[config.mk]
export PLATFORM = sky130hd
export DESIGN_NAME = sifh_peak_find
export DESIGN_NICKNAME = d
export VERILOG_FILES = /design/src/rtl/sifh_peak_find_pkg.sv /design/src/rtl/sifh_max_cmp.sv /design/src/rtl/sifh_peak_find.sv
export SDC_FILE = /design/constraint.sdc
export NUM_CORES = 1
export LEC_CHECK = 0
export CAP_MARGIN = 20
export CORE_AREA = 10 10 77 79
export CTS_CLUSTER_DIAMETER = 80
export CTS_CLUSTER_SIZE = 12
export DETAILED_ROUTE_END_ITERATION = 16
export DIE_AREA = 0 0 87 89
export MAX_ROUTING_LAYER = met4
export PLACE_DENSITY = 0.86
export SETUP_SLACK_MARGIN = 0.2
export SYNTH_ARGS = -nofsm -noshare
export SYNTH_HDL_FRONTEND = slang
export SYNTH_SLANG_ARGS = --single-unit
[constraint.sdc]
create_clock -name clk -period 2.4 [get_ports clk]
set_input_delay 0.48 -clock clk [delete_from_list [all_inputs] [get_ports clk]]
set_output_delay 0.48 -clock clk [all_outputs]
set_load 0.02 [all_outputs]
[src/rtl/sifh_peak_find_pkg.sv]
// sifh_peak_find_pkg: shared histogram geometry defaults and scan state encoding
package sifh_peak_find_pkg;
  localparam int BIN_NUM_PER_HIS = 16;
  localparam int PIXEL_NUM_PER_RAM = 4;
  localparam int peakMax = 8;
  localparam int RAM_ADDR = $clog2(PIXEL_NUM_PER_RAM) + $clog2(BIN_NUM_PER_HIS);
  typedef enum logic [1:0] {IDLE, SCAN, DRAIN} state_e;
endpackage

[src/rtl/sifh_max_cmp.sv]
// sifh_max_cmp: running maximum per pixel; lowest bin wins ties, bin 0 loads unconditionally
module sifh_max_cmp #(
  parameter int NB = 4,
  parameter int CNT_W = 8
) (
  input  logic             clk,
  input  logic             rst,
  input  logic             load,
  input  logic             en,
  input  logic [NB-1:0]    bin,
  input  logic [CNT_W-1:0] cnt,
  output logic [NB-1:0]    max_bin,
  output logic [CNT_W-1:0] max_cnt
);
  logic [NB-1:0] bin_q, bin_d;
  logic [CNT_W-1:0] cnt_q, cnt_d;
  logic take;
  // outputs expose the merged value so the final bin of a pixel is visible in its own data cycle
  always_comb begin
    take = en && (load || cnt > cnt_q);
    bin_d = take ? bin : bin_q;
    cnt_d = take ? cnt : cnt_q;
  end
  always_ff @(posedge clk) begin
    if (rst) begin
      bin_q <= '0;
      cnt_q <= '0;
    end else begin
      bin_q <= bin_d;
      cnt_q <= cnt_d;
    end
  end
  assign max_bin = bin_d;
  assign max_cnt = cnt_d;
endmodule

[src/rtl/sifh_peak_find.sv]
// sifh_peak_find: scans a histogram RAM after acquisition and reports the peak bin of every pixel
module sifh_peak_find
  import sifh_peak_find_pkg::*;
#(
  parameter int BIN_NUM = BIN_NUM_PER_HIS,
  parameter int PIX_NUM = PIXEL_NUM_PER_RAM,
  parameter int CNT_W = peakMax,
  parameter int CLEAR_ON_READ = 1,
  localparam int NB = $clog2(BIN_NUM),
  localparam int NP = $clog2(PIX_NUM),
  localparam int ADDR_W = NP + NB
) (
  input  logic              clk,
  input  logic              res,
  input  logic              start,
  output logic              busy,
  output logic              done,
  output logic [ADDR_W-1:0] raddr,
  output logic              rEnable,
  input  logic [CNT_W-1:0]  counts,
  output logic [ADDR_W-1:0] waddr,
  output logic              wEnable,
  output logic [CNT_W-1:0]  wdata,
  output logic              peak_valid,
  output logic [NP-1:0]     peak_pix,
  output logic [NB-1:0]     peak_bin,
  output logic [CNT_W-1:0]  peak_cnt
);
  state_e state_q, state_d;
  logic [NB-1:0] rbin_q, rbin_d;
  logic [NP-1:0] rpix_q, rpix_d;
  logic ren_q, ren_d;
  logic [ADDR_W-1:0] addr_d_q;
  logic dv_q;
  logic done_q, done_d;
  logic pv_q, pv_d;
  logic [NP-1:0] pix_q, pix_d;
  logic [NB-1:0] bin_q, bin_d;
  logic [CNT_W-1:0] cnt_q, cnt_d;
  logic [NB-1:0] d_bin, max_bin;
  logic [NP-1:0] d_pix;
  logic [CNT_W-1:0] max_cnt;
  assign d_bin = addr_d_q[NB-1:0];
  assign d_pix = addr_d_q[ADDR_W-1:NB];
  sifh_max_cmp #(.NB(NB), .CNT_W(CNT_W)) u_max (
    .clk(clk),
    .rst(res),
    .load(d_bin == '0),
    .en(dv_q),
    .bin(d_bin),
    .cnt(counts),
    .max_bin(max_bin),
    .max_cnt(max_cnt)
  );
  always_comb begin
    state_d = state_q;
    ren_d = 1'b0;
    rbin_d = rbin_q;
    rpix_d = rpix_q;
    if (state_q == IDLE && start) begin
      state_d = SCAN;
      ren_d = 1'b1;
      rbin_d = '0;
      rpix_d = '0;
    end else if (state_q == SCAN) begin
      rbin_d = rbin_q + 1'b1;
      rpix_d = rbin_q == '1 ? rpix_q + 1'b1 : rpix_q;
      ren_d = !(rbin_q == '1 && rpix_q == '1);
      state_d = ren_d ? SCAN : DRAIN;
    end else if (state_q == DRAIN && done_q) begin
      state_d = IDLE;
    end
    pv_d = dv_q && d_bin == '1;
    done_d = pv_d && d_pix == '1;
    pix_d = pv_d ? d_pix : pix_q;
    bin_d = pv_d ? max_bin : bin_q;
    cnt_d = pv_d ? max_cnt : cnt_q;
  end
  always_ff @(posedge clk) begin
    if (res) begin
      state_q <= IDLE;
      rbin_q <= '0;
      rpix_q <= '0;
      ren_q <= 1'b0;
      addr_d_q <= '0;
      dv_q <= 1'b0;
      done_q <= 1'b0;
      pv_q <= 1'b0;
      pix_q <= '0;
      bin_q <= '0;
      cnt_q <= '0;
    end else begin
      state_q <= state_d;
      rbin_q <= rbin_d;
      rpix_q <= rpix_d;
      ren_q <= ren_d;
      addr_d_q <= {rpix_q, rbin_q};
      dv_q <= ren_q;
      done_q <= done_d;
      pv_q <= pv_d;
      pix_q <= pix_d;
      bin_q <= bin_d;
      cnt_q <= cnt_d;
    end
  end
  assign busy = state_q != IDLE;
  assign done = done_q;
  assign raddr = {rpix_q, rbin_q};
  assign rEnable = ren_q;
  assign waddr = addr_d_q;
  assign wEnable = (CLEAR_ON_READ != 0) && dv_q;
  assign wdata = '0;
  assign peak_valid = pv_q;
  assign peak_pix = pix_q;
  assign peak_bin = bin_q;
  assign peak_cnt = cnt_q;
endmodule

==> impl_metrics.json, run 1 <==
{
  "syn-mean-instance-area_um2": 9.67,
  "postRouteAntennaNets": 0,
  "dpl.hpwl_mm": 3.94,
  "netlist_area_mm2": 0.00212,
  "power.combinational.fraction_pct": 11.8,
  "dr_total_vias": 1882,
  "setup_slack_ns": 0.282,
  "antenna_violations_before_repair": 0,
  "power.leakage_nw": 1.04,
  "synth_seq_area_share_pct": 41.6,
  "finished_layout_cells": 323,
  "floorplan.initialDensity_pct": 46.7,
  "clock_power_share_pct": 38.4,
  "synthCells": 219,
  "tritoncts": "yes",
  "area.growth.synth_to_final_pct": 29.4,
  "asyncSetResetFlopFracSynth_pct": 0,
  "drv_slew": 0,
  "grt_pass1_vias": 1874,
  "timing.setup.critical_path_class": "input pin to flip-flop",
  "dieHeight_um": 89,
  "postSynthRegisterBits": 44,
  "die-area_mm2": 0.00774,
  "routed_wirelength_mm": 5.45,
  "yosys.cell_types.count": 40,
  "worst_skew_pair_latency_ns": 0.30,
  "cts_buffers": 5,
  "grt_first_pass_wirelength_mm": 8.87,
  "routed_wire_length_per_instance_um": 16.9,
  "period_needed_ns": 2.12,
  "most_used_flip_flop_cell_after_synthesis": "dfxtp_1",
  "boundaryPins": 50,
  "power_report.internal_total_mw": 1.13,
  "fraction_of_layout_cells_with_a_size_suffix_above_1_pct": 12.3,
  "numClockSinks": 44,
  "number_of_buffers_inserted_by_port_buffering": 41,
  "timing.slew.headroom_pct": 58.4,
  "drt-pass1-iter-count": 4,
  "hp-class": "flip-flop to flip-flop",
  "synth_enable_flop_cells": 0,
  "antenna_cells_inserted": 0,
  "clk_transition_reported_paths_ns": 0.08,
  "rsz0062_at_grt": "true",
  "cp_data_arrival_time_ns": 2.36,
  "drt_iter0_markers": 121,
  "final_min_period_over_clock_period_pct": 88.3,
  "clk_path_buf_depth": 2,
  "net_switching_fraction_of_the_power_pct": 25.5,
  "max_h_tree_level": 2,
  "drc_errors": 0,
  "preCtsSetupSlack_ns": -0.0246,
  "vdd.ir_drop.worst_uv": 387,
  "end_kind": "flip-flop",
  "placedCellCount": 313,
  "synth-warning-count": 0,
  "coreArea_mm2": 0.00454,
  "cts_root_buf": "clkbuf_8",
  "rows": 25,
  "seqPwrFrac_pct": 49.8,
  "final_hold_viol_count": 0,
  "grt_max_degree": 36,
  "net-switching-power_uw": 387,
  "drv_cap": 0,
  "setup_viol": 0,
  "floorplan.die.width_um": 87,
  "power.density_mw_per_mm2": 554,
  "finalWeightedCongestion": 0.883,
  "run_status": "completed",
  "finalNetCount": 289,
  "grtUsageTotal_pct": 14.6,
  "grt_remaining_overflow": 0,
  "cts_hold_repair.buffers": 0,
  "critical_path.max_fanout": 12,
  "critPathRequiredTime_ns": 2.64,
  "routed_via_density": 5.83,
  "worst_clock_skew_ns": 0.00843,
  "worstMarginPinSlew_ns": 0.621,
  "cp-start-kind": "input pin",
  "fmax_mhz": 472
}
-- state kept, by name, summed over array words and instances, names as in the netlist --
signal / count
peak_cnt: 8
u_max.cnt_q: 8
waddr: 6
peak_bin: 4
rbin_q: 4
u_max.bin_q: 4
peak_pix: 2
rpix_q: 2
state_q: 2
done: 1
peak_valid: 1
rEnable: 1
wEnable: 1
-- layout by cell type (no fill, tap or decap), drive strengths merged, types with 3 or more instances in the layout --
cell | Yosys | final
a21oi | 4 | 4
nand4 | 16 | 16
conb | 1 | 8
o2111ai | 15 | 15
nor2b | 9 | 9
mux2i | 9 | 9
o31ai | 8 | 8
ha | 10 | 10
nand3 | 14 | 14
and3 | 3 | 3
inv | 9 | 10
buf | 18 | 16
a32oi | 12 | 12
clkdlybuf4s50 | 0 | 41
nand2 | 12 | 12
dfxtp | 44 | 44
clkbuf | 4 | 5
nor2 | 11 | 11
-- cell type report --
type | instances | area (um2)
multi-input cells | 150 | 1100
clock inverters | 3 | 46.3
clock buffers | 5 | 68.8
fillers | 396 | 1800
well taps | 54 | 67.6
inverters | 10 | 37.5
repair buffers | 57 | 543
flip-flops and latches | 44 | 881
-- path summary, 6_finish.rpt --
path | endpoint | slack (ns) | startpoint | cells past startpoint
hold reg to reg | wEnable | 0.46 | rEnable | 1
setup / recovery | peak_cnt[3] | 0.28 | counts[5] | 8
hold / removal | wEnable | 0.46 | rEnable | 1
setup reg to reg | peak_cnt[3] | 0.51 | u_max.cnt_q[7] | 8
-- synthesized netlist by cell type, types with 3 or more instances --
| library cell | count | area (um2) |
|---|---|---|
| nor2_1 | 9 | 33.8 |
| a32oi_1 | 12 | 105 |
| ha_1 | 10 | 125 |
| nor2b_1 | 9 | 56.3 |
| clkbuf_1 | 4 | 15.0 |
| inv_1 | 9 | 33.8 |
| nand3_1 | 14 | 70.1 |
| o31ai_1 | 7 | 52.6 |
| a21oi_1 | 3 | 15.0 |
| buf_4 | 10 | 75.1 |
| dfxtp_1 | 44 | 881 |
| nand2_1 | 12 | 45.0 |
| nand4_1 | 16 | 100 |
| buf_2 | 5 | 25.0 |
| mux2i_1 | 9 | 90.1 |
| o2111ai_1 | 15 | 131 |
-- what timing repair did --
action / in CTS / in global routing
gates resized for setup: 0 / 1
setup endpoints to repair: 0 / 16
endpoints found under the hold margin: 0 / 0
buffers inserted: 0 / 1
-- stage by stage --
stage	cell area (um2)	TNS (ns)	hold slack [ns]	util [%]	power, mW
5_1_grt	2740	0	0.476	60.4	1.58
2_1_floorplan	2140	0	0.448	-	0.885
3_3_place_gp	2610	0	0.444	57.5	0.941
3_5_place_dp	2610	-0.169	0.451	57.5	0.946
6_report	2740	0	0.464	60.4	1.52
4_1_cts	2720	0	0.466	60.0	1.52
-- layer usage --
layer,vias up,GRT usage [%],part of all wire [%]
li1,916,-,-
met1,881,16.2,41
met2,80,24.2,49
met3,5,6.11,9.5
met4,0,2.50,0.61
met5,-,-,0
-- kinds of logic after synthesis --
logic type / synth area share [%]
multiplexers: 4.25
XOR/XNOR: 1.65
flip-flops: 41.6
AND/OR/NAND/NOR: 18.8
other: 0.177
AO/OA/AOI/OAI: 19.6
buffers and inverters: 8.09
adder cells (fa/ha/maj): 5.91
-- power by group through the flow --
stage	clock [mW]	combinational, mW	sequential, mW
final	0.583	0.179	0.756
after global routing	0.627	0.197	0.758
after CTS	0.592	0.175	0.756
after detailed placement	0	0.173	0.772
after global placement	0	0.169	0.771
after floorplan	0	0.109	0.776
-- critical path: stages --
cell and delay (ns):
clkdlybuf4s50_1 0.48, ha_1 0.33, nand4_1 0.11, buf_4 0.18, o31ai_4 0.28, buf_4 0.25
a32oi_1 0.12, nand3_1 0.12
(Power assumes the default switching activity.)
==> run 2: changes to the inputs <==
CORE_AREA = 2 2 69 71   (was 10 10 77 79)
DIE_AREA = 0 0 71 73   (was 0 0 87 89)
PLACE_DENSITY = 0.85   (was 0.86)
SYNTH_HIERARCHICAL = 1   (was unset)
==> impl_metrics.json, run 2 <==
{
  "critical_path.max_fanout": 7,
  "postRouteAntennaNets": 0,
  "synth_xor_area_share_pct": 0.841,
  "floorplan.die.width_um": 71,
  "synth_seq_area_share_pct": 42.3,
  "worst_clock_skew_ns": 0.00656,
  "antenna_violations_before_repair": 0,
  "finalWeightedCongestion": 0.782,
  "final_hold_viol_count": 0,
  "hold_depth": 1,
  "drt-pass1-iter-count": 4,
  "hold_end": "peak_cnt[5]",
  "clock_power_share_pct": 35.9,
  "max_h_tree_level": 2,
  "cp_data_arrival_time_ns": 2.47,
  "timing.setup.critical_path_class": "input pin to flip-flop",
  "most-common-layout-cells": "39 x dfxtp_1, 33 x clkdlybuf4s50_1, 26 x nand2b_1",
  "power.combinational.fraction_pct": 15.2,
  "coreArea_mm2": 0.00454,
  "grt_first_pass_wirelength_mm": 7.57,
  "power_report.internal_total_mw": 1.18,
  "finalNetCount": 284,
  "fraction_of_layout_cells_with_a_size_suffix_above_1_pct": 23.9,
  "period_needed_ns": 2.28,
  "grt_pass1_vias": 1704,
  "worstMarginPinSlew_ns": 0.626,
  "rsz0062_at_grt": "true",
  "reg2reg_slack_ns": 0.13,
  "worst_skew_pair_latency_ns": 0.29,
  "yosys.cell_types.count": 37,
  "most_used_flip_flop_cell_after_synthesis": "dfxtp_1",
  "nFillCells": 356,
  "antenna_cells_inserted": 0,
  "area.growth.synth_to_final_pct": 39.7,
  "synthTopCellsByArea": "dfxtp_1 42%, nand2b_1 7.8%, mux2i_1 6.3%",
  "run_status": "completed",
  "final_common_cell": "dfxtp_1",
  "floorplan.initialDensity_pct": 45.9,
  "routed_via_density": 5.13,
  "rr_worst_depth": 10,
  "setup_slack_ns": 0.117,
  "grtUsageTotal_pct": 19.2,
  "fin_util_pct": 64.1,
  "worstSetupStartpoint": "counts[4]",
  "critPathRequiredTime_ns": 2.59,
  "yosys.cell_count.top_type": "dfxtp_1",
  "syn-mean-instance-area_um2": 10.5,
  "setup_viol": 0,
  "power.density_mw_per_mm2": 532,
  "largest_family_of_logic_cells_by_synthesized_area": "simple AND/OR/NAND/NOR gates",
  "synthSimpleGateAreaFrac_pct": 15.6,
  "asyncSetResetFlopFracSynth_pct": 0,
  "routed_wirelength_mm": 4.68,
  "r2r-start": "u_max/cnt_q[5]",
  "synth_enable_flop_cells": 0,
  "timing.slew.headroom_pct": 58.2,
  "numClockSinks": 44,
  "dieHeight_um": 73,
  "preCtsSetupSlack_ns": -0.331,
  "die-area_mm2": 0.00518,
  "setup_total_negative_slack_ns": 0,
  "end_kind": "flip-flop",
  "postSynthRegisterBits": 44,
  "post_synth_mux_area_share_pct": 14.2,
  "seqPwrFrac_pct": 48.9,
  "r2r_end": "peak_cnt[6]",
  "hp-class": "flip-flop to flip-flop",
  "clk_path_buf_depth": 2,
  "drv_cap": 0,
  "cp-start-kind": "input pin",
  "final_min_period_over_clock_period_pct": 95.1,
  "routed_wire_length_per_instance_um": 14.7,
  "cts_hold_repair.buffers": 0,
  "synthCells": 198,
  "grt_remaining_overflow": 0,
  "net_switching_fraction_of_the_power_pct": 23.7,
  "synth-warning-count": 6,
  "drt_iter0_markers": 73,
  "grt_max_degree": 17,
  "synth-compound-area-share_pct": 12.9,
  "netlist_area_mm2": 0.00208,
  "synth_top_cell_by_area": "dfxtp_1",
  "vdd.ir_drop.worst_uv": 337,
  "dr_total_vias": 1632,
  "fmax_mhz": 438,
  "yosys.area.top_type_share_pct": 42.3,
  "rows": 25,
  "number_of_buffers_inserted_by_port_buffering": 41,
  "dpl.hpwl_mm": 2.97,
  "boundaryPins": 50,
  "tritoncts": "yes",
  "yosys.area_share.adder_pct": 6.01,
  "net-switching-power_uw": 367,
  "cts_buffers": 5,
  "drc_errors": 0,
  "drv_slew": 0,
  "hold_start": "peak_cnt[5]",
  "clk_transition_reported_paths_ns": 0.08,
  "cts_root_buf": "clkbuf_8",
  "power.leakage_nw": 1.16,
  "synth_top_cells_by_count": "44 x dfxtp_1, 26 x nand2b_1, 14 x a22o_1, 13 x mux2i_1, 11 x inv_1"
}
[run 2: cell count changes after synthesis, sizes merged, moves of 3 or more]
cell     change
mux2i        +4
nand3       -12
nor2         -5
o31ai        -7
nand2       -11
buf          -3
nand4       -14
a21oi        +4
nand2b      +25
o2111ai     -15
mux2        +12
a22o        +14
a32oi       -12
or3          +3
[run 2: logic make-up after synthesis]
| group | Yosys count |
|---|---|
| muxes | 25 |
| AOI/OAI and AO/OA | 34 |
| buffers and inverters | 28 |
| other | 1 |
| adders and majority gates | 10 |
| DFF | 44 |
| and+or+nand+nor | 54 |
| xor gates and xnor gates | 2 |
[run 2: cell type report]
type                            count  area (um2)  area share (%)
Multi-Input combinational cell    133        1150            39.7
Sequential cell                    44         887            30.5
Timing Repair Buffer               68         649            22.3
Clock buffer                        6        72.6            2.50
Tap cell                           54        67.6            2.32
Inverter                           11        41.3            1.42
Clock inverter                      2        35.0            1.20
[run 2: worst max-delay path: stages]
cell and delay (ns):
dlygate4sd2_1 0.26, ha_1 0.31, nand4_1 0.19, a21o_1 0.25
a21oi_4 0.20, buf_6 0.14, buf_12 0.13, mux2_4 0.30
a22o_1 0.21
[run 2: power by group through the flow]
| stage | Clock (mW) | Combinational (mW) | Sequential (mW) |
|---|---|---|---|
| floorplan | 0 | 0.121 | 0.775 |
| global placement | 0 | 0.183 | 0.772 |
| detailed placement | 0 | 0.188 | 0.772 |
| CTS | 0.567 | 0.220 | 0.755 |
| global route | 0.592 | 0.251 | 0.759 |
| finish | 0.555 | 0.236 | 0.756 |
[run 2: what timing repair did]
item	in CTS	in global routing
gates resized for setup	21	13
pin swaps	11	6
hold endpoints to repair	0	0
setup buffers	6	2
cloned	1	0
endpoints found under the setup margin	12	13
[run 2: metal layers]
metal / vias up / wire (um) / GRT usage (%)
li1: 805 / - / -
met1: 784 / 2030 / 22.1
met3: 7 / 182 / 4.01
met4: 0 / 59 / 7.97
met5: - / 0 / -
met2: 36 / 2420 / 32.5
[run 2: metrics by stage]
stage               instances  hold slack [ns]  power (mW)  area [um2]
floorplan                 205            0.445       0.896        2110
global placement          301            0.455       0.955        2610
detailed placement        301            0.456       0.960        2610
CTS                       316            0.478        1.54        2870
global route              318            0.497        1.60        2910
finish                    318            0.476        1.55        2910
[run 2: worst max-delay path by stage]
stage | to | slack, ns
after global routing | peak_cnt[0] | 0.05
after CTS | peak_bin[3] | 0.22
after global placement | peak_bin[0] | -0.30
after detailed placement | peak_bin[0] | -0.33
final | peak_cnt[6] | 0.12
after floorplan | peak_bin[2] | 0.25
